### config.mk
export PLATFORM = sky130hd
export DESIGN_NAME = imem_loader
export DESIGN_NICKNAME = d
export VERILOG_FILES = /design/src/rtl/riscv_pkg.sv /design/src/rtl/word_packer.sv /design/src/rtl/imem_loader.sv
export SDC_FILE = /design/constraint.sdc
export NUM_CORES = 1
export LEC_CHECK = 0
export ABC_AREA = 1
export CORE_ASPECT_RATIO = 0.7
export CORE_MARGIN = 2
export CORE_UTILIZATION = 45
export DETAILED_ROUTE_END_ITERATION = 8
export PLACE_DENSITY = 0.68
export RECOVER_POWER = 100
export SKIP_CTS_REPAIR_TIMING = 1
export SYNTH_ARGS = -nofsm -noshare
export SYNTH_HDL_FRONTEND = slang
export SYNTH_HIERARCHICAL = 1
export SYNTH_SLANG_ARGS = --single-unit
export TNS_END_PERCENT = 100
### constraint.sdc
create_clock -name clk -period 1.6 [get_ports clk]
set_input_delay 0.16 -clock clk [delete_from_list [all_inputs] [get_ports clk]]
set_output_delay 0.16 -clock clk [all_outputs]
set_load 0.1 [all_outputs]
### src/rtl/riscv_pkg.sv
`default_nettype none
// ============================================================================
//  Module      : riscv_pkg
//  Description : Shared types and stream-format constants for the IMEM
//                loader: loader FSM state encoding and byte-stream layout.
//  Ports       : none (package)
//  Revision    : 1.0 - initial release
// ============================================================================
package riscv_pkg;

   // Loader FSM states.
   typedef enum logic [2:0] {
      LD_IDLE   = 3'd0,
      LD_LEN_LO = 3'd1,
      LD_LEN_HI = 3'd2,
      LD_DATA   = 3'd3,
      LD_WRITE  = 3'd4,
      LD_CHECK  = 3'd5,
      LD_DONE   = 3'd6,
      LD_ERROR  = 3'd7
   } loader_state_t;

   // Stream format: 2 length bytes, then 4 bytes per word, LSB first.
   localparam int LEN_BYTES      = 2;
   localparam int BYTES_PER_WORD = 4;

endpackage
`default_nettype wire

### src/rtl/word_packer.sv
`default_nettype none
// ============================================================================
//  Module      : word_packer
//  Description : Assembles stream bytes into a word (byte lane 0 first) and
//                keeps the running XOR checksum of every pushed byte.
//  Ports       : clk      - clock
//                clear_i  - synchronous clear of lane, word and checksum
//                push_i   - a payload byte is transferred this cycle
//                byte_i   - payload byte
//                last_o   - current lane is the final lane of the word
//                word_o   - packed word including the byte at byte_i
//                csum_o   - XOR of all bytes pushed since the last clear
//  Revision    : 1.0 - initial release
// ============================================================================
module word_packer
   import riscv_pkg::*;
(
   input  logic                        clk,
   input  logic                        clear_i,
   input  logic                        push_i,
   input  logic [7:0]                  byte_i,
   output logic                        last_o,
   output logic [8*BYTES_PER_WORD-1:0] word_o,
   output logic [7:0]                  csum_o
);

   localparam int c_LANE_W = $clog2(BYTES_PER_WORD);

   logic [c_LANE_W-1:0]         lane_q;
   logic [8*BYTES_PER_WORD-1:0] word_q;
   logic [7:0]                  csum_q;

   // Word as it will look once the current byte lands in its lane; the
   // loader captures this directly on the final byte of a word.
   always_comb begin
      word_o = word_q;
      word_o[8*lane_q +: 8] = byte_i;
   end

   assign last_o = (lane_q == c_LANE_W'(BYTES_PER_WORD - 1));
   assign csum_o = csum_q;

   // Every lane is overwritten before the word is used, so word_q needs no
   // per-word clear; the lane counter wraps naturally after the last lane.
   always_ff @(posedge clk) begin
      if (clear_i) begin
         lane_q <= '0;
         word_q <= '0;
         csum_q <= '0;
      end else if (push_i) begin
         lane_q <= lane_q + c_LANE_W'(1);
         word_q <= word_o;
         csum_q <= csum_q ^ byte_i;
      end
   end

endmodule
`default_nettype wire

### src/rtl/imem_loader.sv
`default_nettype none
// ============================================================================
//  Module      : imem_loader
//  Description : Receives a length-prefixed, checksummed byte stream and
//                writes it word by word into instruction memory while
//                holding the core in reset until a good load completes.
//  Ports       : clk, reset          - clock, sync active-high reset
//                start               - pulse to begin a load session
//                byte_valid/byte_data/byte_ready - byte stream handshake
//                imem_we/imem_addr/imem_wdata    - IMEM write port
//                core_hold           - keep core in reset
//                done / error        - load accepted / rejected
//  Revision    : 1.0 - initial release
// ============================================================================
module imem_loader
   import riscv_pkg::*;
#(
   parameter int ADDR_WIDTH = 8,
   parameter int DATA_WIDTH = 32
) (
   input  logic                  clk,
   input  logic                  reset,
   input  logic                  start,
   input  logic                  byte_valid,
   input  logic [7:0]            byte_data,
   output logic                  byte_ready,
   output logic                  imem_we,
   output logic [ADDR_WIDTH-1:0] imem_addr,
   output logic [DATA_WIDTH-1:0] imem_wdata,
   output logic                  core_hold,
   output logic                  done,
   output logic                  error
);

   // Largest legal word count; 17 bits so 2**16 is representable.
   localparam logic [16:0]         c_CAP = 17'(1) << ADDR_WIDTH;
   localparam logic [ADDR_WIDTH:0] c_ONE = {{ADDR_WIDTH{1'b0}}, 1'b1};

   loader_state_t         state_q;
   logic [ADDR_WIDTH:0]   widx_q;      // one extra bit: counts up to 2**ADDR_WIDTH
   logic [15:0]           len_q;
   logic                  byte_ready_q, imem_we_q, core_hold_q, done_q, error_q;
   logic [ADDR_WIDTH-1:0] imem_addr_q;
   logic [DATA_WIDTH-1:0] imem_wdata_q;

   logic                  w_xfer, w_start_ok, w_len_bad, w_last_word;
   logic                  w_pack_last;
   logic [15:0]           w_len;
   logic [ADDR_WIDTH:0]   w_widx_inc;
   logic [31:0]           w_word;
   logic [7:0]            w_csum;

   assign w_xfer      = byte_valid && byte_ready_q;
   assign w_start_ok  = start && ((state_q == LD_IDLE) || (state_q == LD_DONE) ||
                                  (state_q == LD_ERROR));
   assign w_len       = {byte_data, len_q[7:0]};
   assign w_len_bad   = (w_len == 16'd0) || ({1'b0, w_len} > c_CAP);
   assign w_widx_inc  = widx_q + c_ONE;
   assign w_last_word = (17'(w_widx_inc) == {1'b0, len_q});

   word_packer u_packer (
      .clk     (clk),
      .clear_i (reset || w_start_ok),
      .push_i  (w_xfer && (state_q == LD_DATA)),
      .byte_i  (byte_data),
      .last_o  (w_pack_last),
      .word_o  (w_word),
      .csum_o  (w_csum)
   );

   // Outputs are registered and set on the transition into each state so
   // they are valid for the whole cycle the FSM spends there.
   always_ff @(posedge clk) begin
      if (reset) begin
         state_q      <= LD_IDLE;
         widx_q       <= '0;
         len_q        <= '0;
         byte_ready_q <= 1'b0;
         imem_we_q    <= 1'b0;
         imem_addr_q  <= '0;
         imem_wdata_q <= '0;
         core_hold_q  <= 1'b1;
         done_q       <= 1'b0;
         error_q      <= 1'b0;
      end else begin
         imem_we_q <= 1'b0;
         case (state_q)
            LD_IDLE, LD_DONE, LD_ERROR: begin
               if (w_start_ok) begin
                  state_q      <= LD_LEN_LO;
                  widx_q       <= '0;
                  byte_ready_q <= 1'b1;
                  core_hold_q  <= 1'b1;
                  done_q       <= 1'b0;
                  error_q      <= 1'b0;
               end
            end
            LD_LEN_LO: begin
               if (w_xfer) begin
                  len_q[7:0] <= byte_data;
                  state_q    <= LD_LEN_HI;
               end
            end
            LD_LEN_HI: begin
               if (w_xfer) begin
                  len_q[15:8] <= byte_data;
                  if (w_len_bad) begin
                     state_q      <= LD_ERROR;
                     byte_ready_q <= 1'b0;
                     error_q      <= 1'b1;
                  end else begin
                     state_q <= LD_DATA;
                  end
               end
            end
            LD_DATA: begin
               if (w_xfer && w_pack_last) begin
                  state_q      <= LD_WRITE;
                  byte_ready_q <= 1'b0;
                  imem_we_q    <= 1'b1;
                  imem_addr_q  <= widx_q[ADDR_WIDTH-1:0];
                  imem_wdata_q <= w_word;
               end
            end
            LD_WRITE: begin
               widx_q       <= w_widx_inc;
               byte_ready_q <= 1'b1;
               state_q      <= w_last_word ? LD_CHECK : LD_DATA;
            end
            LD_CHECK: begin
               if (w_xfer) begin
                  byte_ready_q <= 1'b0;
                  if (byte_data == w_csum) begin
                     state_q     <= LD_DONE;
                     done_q      <= 1'b1;
                     core_hold_q <= 1'b0;
                  end else begin
                     state_q <= LD_ERROR;
                     error_q <= 1'b1;
                  end
               end
            end
            default: state_q <= LD_IDLE;
         endcase
      end
   end

   assign byte_ready = byte_ready_q;
   assign imem_we    = imem_we_q;
   assign imem_addr  = imem_addr_q;
   assign imem_wdata = imem_wdata_q;
   assign core_hold  = core_hold_q;
   assign done       = done_q;
   assign error      = error_q;

endmodule
`default_nettype wire

==> summary.md <==
| Metric | Value |
|---|---|
| Status | `complete, but fails checks` |
| Failing checks | `setup timing` |
| Pin count of the biggest net entering global routing | `between 40 and 50` |
| Clk pin slew, worst setup/hold paths | `50 ps` |
| Final period demand of the worst path | `1629 ps` |
| Die W | `around 140 um` |
| Syn Std Cell Area | `roughly 5700 um^2` |
| WL final | `16130 um` |
| Starting utilization of the core area | `45.87%` |
| Yosys reg bits | `between 100 and 150` |
| Initial DRC Count | `601` |
| CTS tree | `built` |
| CTS Buffer Depth | `2` |
| HP Start | `byte_data[3]` |
| Placed insts | `1124` |
| Max-slew headroom | `63.51%` |
| Worst setup SP type | `flop` |
| Crit path DAT | `1980 ps` |
| Main synth FF type | `dfxtp_1` |
| Total Die Area | `approximately 14000 um^2` |
| GRT Util Overall | `between 20% and 30%` |
| Hold Path Depth | `3` |
| Share of cells above drive strength 1 | `between 20% and 30%` |
| CP Max Fanout | `3` |
| Clock sinks | `115` |
| Filler cells | `roughly 1100` |
| Setup slack after layout | `-28.90 ps` |
| Worst r2r path cells | `13` |
| Post-route DRC | `0` |
| Number of antenna violations at the first check in global routing | `0` |
| Vias per inst | `5.083` |
| Sequential area share after synthesis | `40.68%` |
| Critical Path RT | `1950 ps` |
| Root buf cell | `clkbuf_16` |
| Post-synthesis compound-gate area fraction | `10.44%` |
| FF-to-FF End | `state_q[2]$_SDFFE_PP0P_` |
| Gpl congestion | `0.8790` |
| Post-layout nets | `1007` |
| Number of diodes | `0` |
| Core Region | `12340 um^2` |
| I/O pin count | `between 50 and 60` |
| VDD IR max | `roughly 1000 uV` |
| Avg Inst Size Synth | `between 6 and 7 um^2` |
| FMAX | `613.9 MHz` |
| Max-cap violations | `0` |
| Port buffer count | `56` |
| Pwr dens | `1225 nW/um^2` |
| Die Y | `97.83 um` |
| Clock latency on the worst-skew pair | `410 ps` |
| Crit share post-route | `101.8%` |
| Max-slew violation count | `0` |
| Crit path capture type | `flop` |
| FF-to-FF Start | `widx_q[1]$_SDFFE_PP0P_` |
| Synth Area in Simple Gates | `between 30% and 40%` |
| Core Rows | `34` |
| Vias in the first global route | `about 5300` |
| DP Worst Slack | `-145.1 ps` |
| Post-synth cell types | `32` |
| Leak pwr | `3.683 nW` |
| Area grow syn2layout | `32.83%` |
| Via count | `5906` |
| H-tree depth | `4` |
| Hold EP | `len_q[11]$_SDFFE_PP0P_` |
| Non-filler cells, final | `roughly 1200` |
| WL per Instance | `13.88 um` |
| Hold Crit Class | `primary input to flop` |
| EDFF count, synth | `0` |
| R2r setup slk | `-30 ps` |
| Final Hold Fails | `0` |
| Final Skew | `3.747 ps` |
| Combinational family with the most area after synthesis | `simple AND/OR/NAND/NOR gates` |
| GRT Residual Overflow | `0` |
| Synth Net Count | `889` |
| Synth warnings | `6` |
| Post-detail-place hpwl | `10600 um` |
| Mux share of post-synthesis cell area | `0%` |
| CTS buffer count | `17` |
| Kind of critical path | `flop to flop` |
| Synth Instances | `870` |
| RSZ-0062 raised after global routing | `yes` |
| Async set-reset flop share out of synthesis | `0%` |
| Hold slack final | `410.4 ps` |
| Antenna viol nets, final | `0` |
| Global-route wire length before repair | `25250 um` |
| Final setup vio count | `2` |
| XOR/XNOR share of the synthesized area | `less than 1%` |
| 1st-pass router iterations | `6` |
| Worst slew pin tran | `549.7 ps` |
| Post-Synth Adder-Cell Area | `1.548%` |
state kept, by name, indices dropped and copies added, names as in the netlist:
signal,count
byte_ready,1
core_hold,1
done,1
error,1
imem_addr,8
imem_wdata,32
imem_we,1
len_q,16
state_q,3
u_packer/csum_o,8
u_packer/lane_q,2
u_packer/word_q,32
widx_q,9
routing by layer:
layer | GRT usage (%) | part of all wire, % | vias up
li1 | - | - | 2994
met1 | 33.28 | 50 | 2692
met2 | 33.66 | 41 | 198
met3 | 4.806 | 6.8 | 22
met4 | 8.242 | 1.4 | 0
met5 | 0 | 0 | -
worst max path at each step:
stage	slack [ps]	from	cells after the start	endpoint
2_1_floorplan	-60	state_q[2]$_SDFFE_PP0P_	14	u_packer/word_q[0]$_SDFFE_PP0P_
4_1_cts	-80	widx_q[1]$_SDFFE_PP0P_	13	state_q[2]$_SDFFE_PP0P_
6_report	-30	widx_q[1]$_SDFFE_PP0P_	13	state_q[2]$_SDFFE_PP0P_
3_3_place_gp	-110	byte_data[4]	10	state_q[2]$_SDFFE_PP0P_
5_1_grt	-190	widx_q[1]$_SDFFE_PP0P_	13	state_q[2]$_SDFFE_PP0P_
3_5_place_dp	-150	byte_data[6]	10	done$_SDFFE_PP0P_
layout make-up:
class                   instances  area, um^2  area share [%]
repair buffers                138        1081           14.38
flip-flops and latches        115        2316           30.81
multi-input cells             618        2913           38.75
well taps                     162       202.7           2.696
clock buffers                  21       481.7           6.408
inverters                      98       370.4           4.927
clock inverters                10       152.6           2.031
Yosys cell counts (3+ instances only):
| master | number | area, um^2 |
|---|---|---|
| nand2_1 | 214 | 803.3 |
| nor2_1 | 165 | 619.3 |
| dfxtp_1 | 115 | 2302 |
| inv_1 | 85 | 319.1 |
| nand3_1 | 68 | 340.3 |
| a21oi_1 | 44 | 220.2 |
| o21ai_0 | 36 | 180.2 |
| o21ai_1 | 25 | 125.1 |
| clkbuf_1 | 20 | 75.07 |
| nand4_1 | 17 | 106.4 |
| buf_2 | 12 | 60.06 |
| inv_2 | 9 | 33.78 |
| nor3b_1 | 8 | 60.06 |
| ha_1 | 7 | 87.58 |
| buf_4 | 6 | 45.04 |
| nor2_2 | 5 | 31.28 |
| clkinv_1 | 4 | 15.01 |
| or2_2 | 4 | 25.02 |
| xnor2_1 | 4 | 35.03 |
| nor3_1 | 3 | 15.01 |
report_power, final:
part           switching, mW  leakage [nW]  internal (mW)
clock                   1.34         0.314           2.76
combinational           1.31          2.44          0.702
sequential            0.0997         0.931           3.00
kinds of logic (layout without fill, tap and decap cells):
logic type,after synthesis,in the layout
buf+inv,137,267
compound gates,113,113
flops,115,115
simple gates,494,494
fa+ha+maj,7,7
xor+xnor,4,4
stage by stage:
stage          util, %  power (mW)  setup TNS, ps  area, um^2
4_1_cts          64.72       9.066         -176.9        7984
3_5_place_dp     59.57       4.964          -2017        7350
2_1_floorplan        -       4.245          -1974        5675
6_report         60.93       9.208         -57.05        7517
3_3_place_gp     59.57       4.961         -849.7        7350
5_1_grt          60.93       9.528          -8247        7517
layout by cell type, fill, tap and decap left out, types with 3 or more instances in the layout:
cell type and instances:
nand2_1 211, buf_12 6, nand4_1 17, clkbuf_2 47
a21oi_1 44, clkinv_1 3, ha_1 5, clkdlybuf4s50_1 11
nor2_2 10, nand3_2 4, o21ai_1 25, nor3b_1 8
or2_2 4, inv_2 12, dfxtp_1 108, bufinv_16 4
xnor2_1 4, nand3_1 66, o21ai_0 36, clkinv_2 5
inv_1 82, nor2_1 156, nand2_2 4, clkbuf_16 21
nor2_4 6, buf_4 69, dfxtp_2 5
worst max-delay path, stage by stage (launching register included):
cell and delay [ps]:
dfxtp_2 330, ha_4 270, inv_2 30, nand2_1 40, nand2_1 50, nor2_1 90
nand2_1 50, nor2_1 80, nand4_1 140, nor2_2 150, nand3_1 80, nand2_1 90
nand2_2 60, a21oi_2 100
Power figures use the tool's default switching activity.
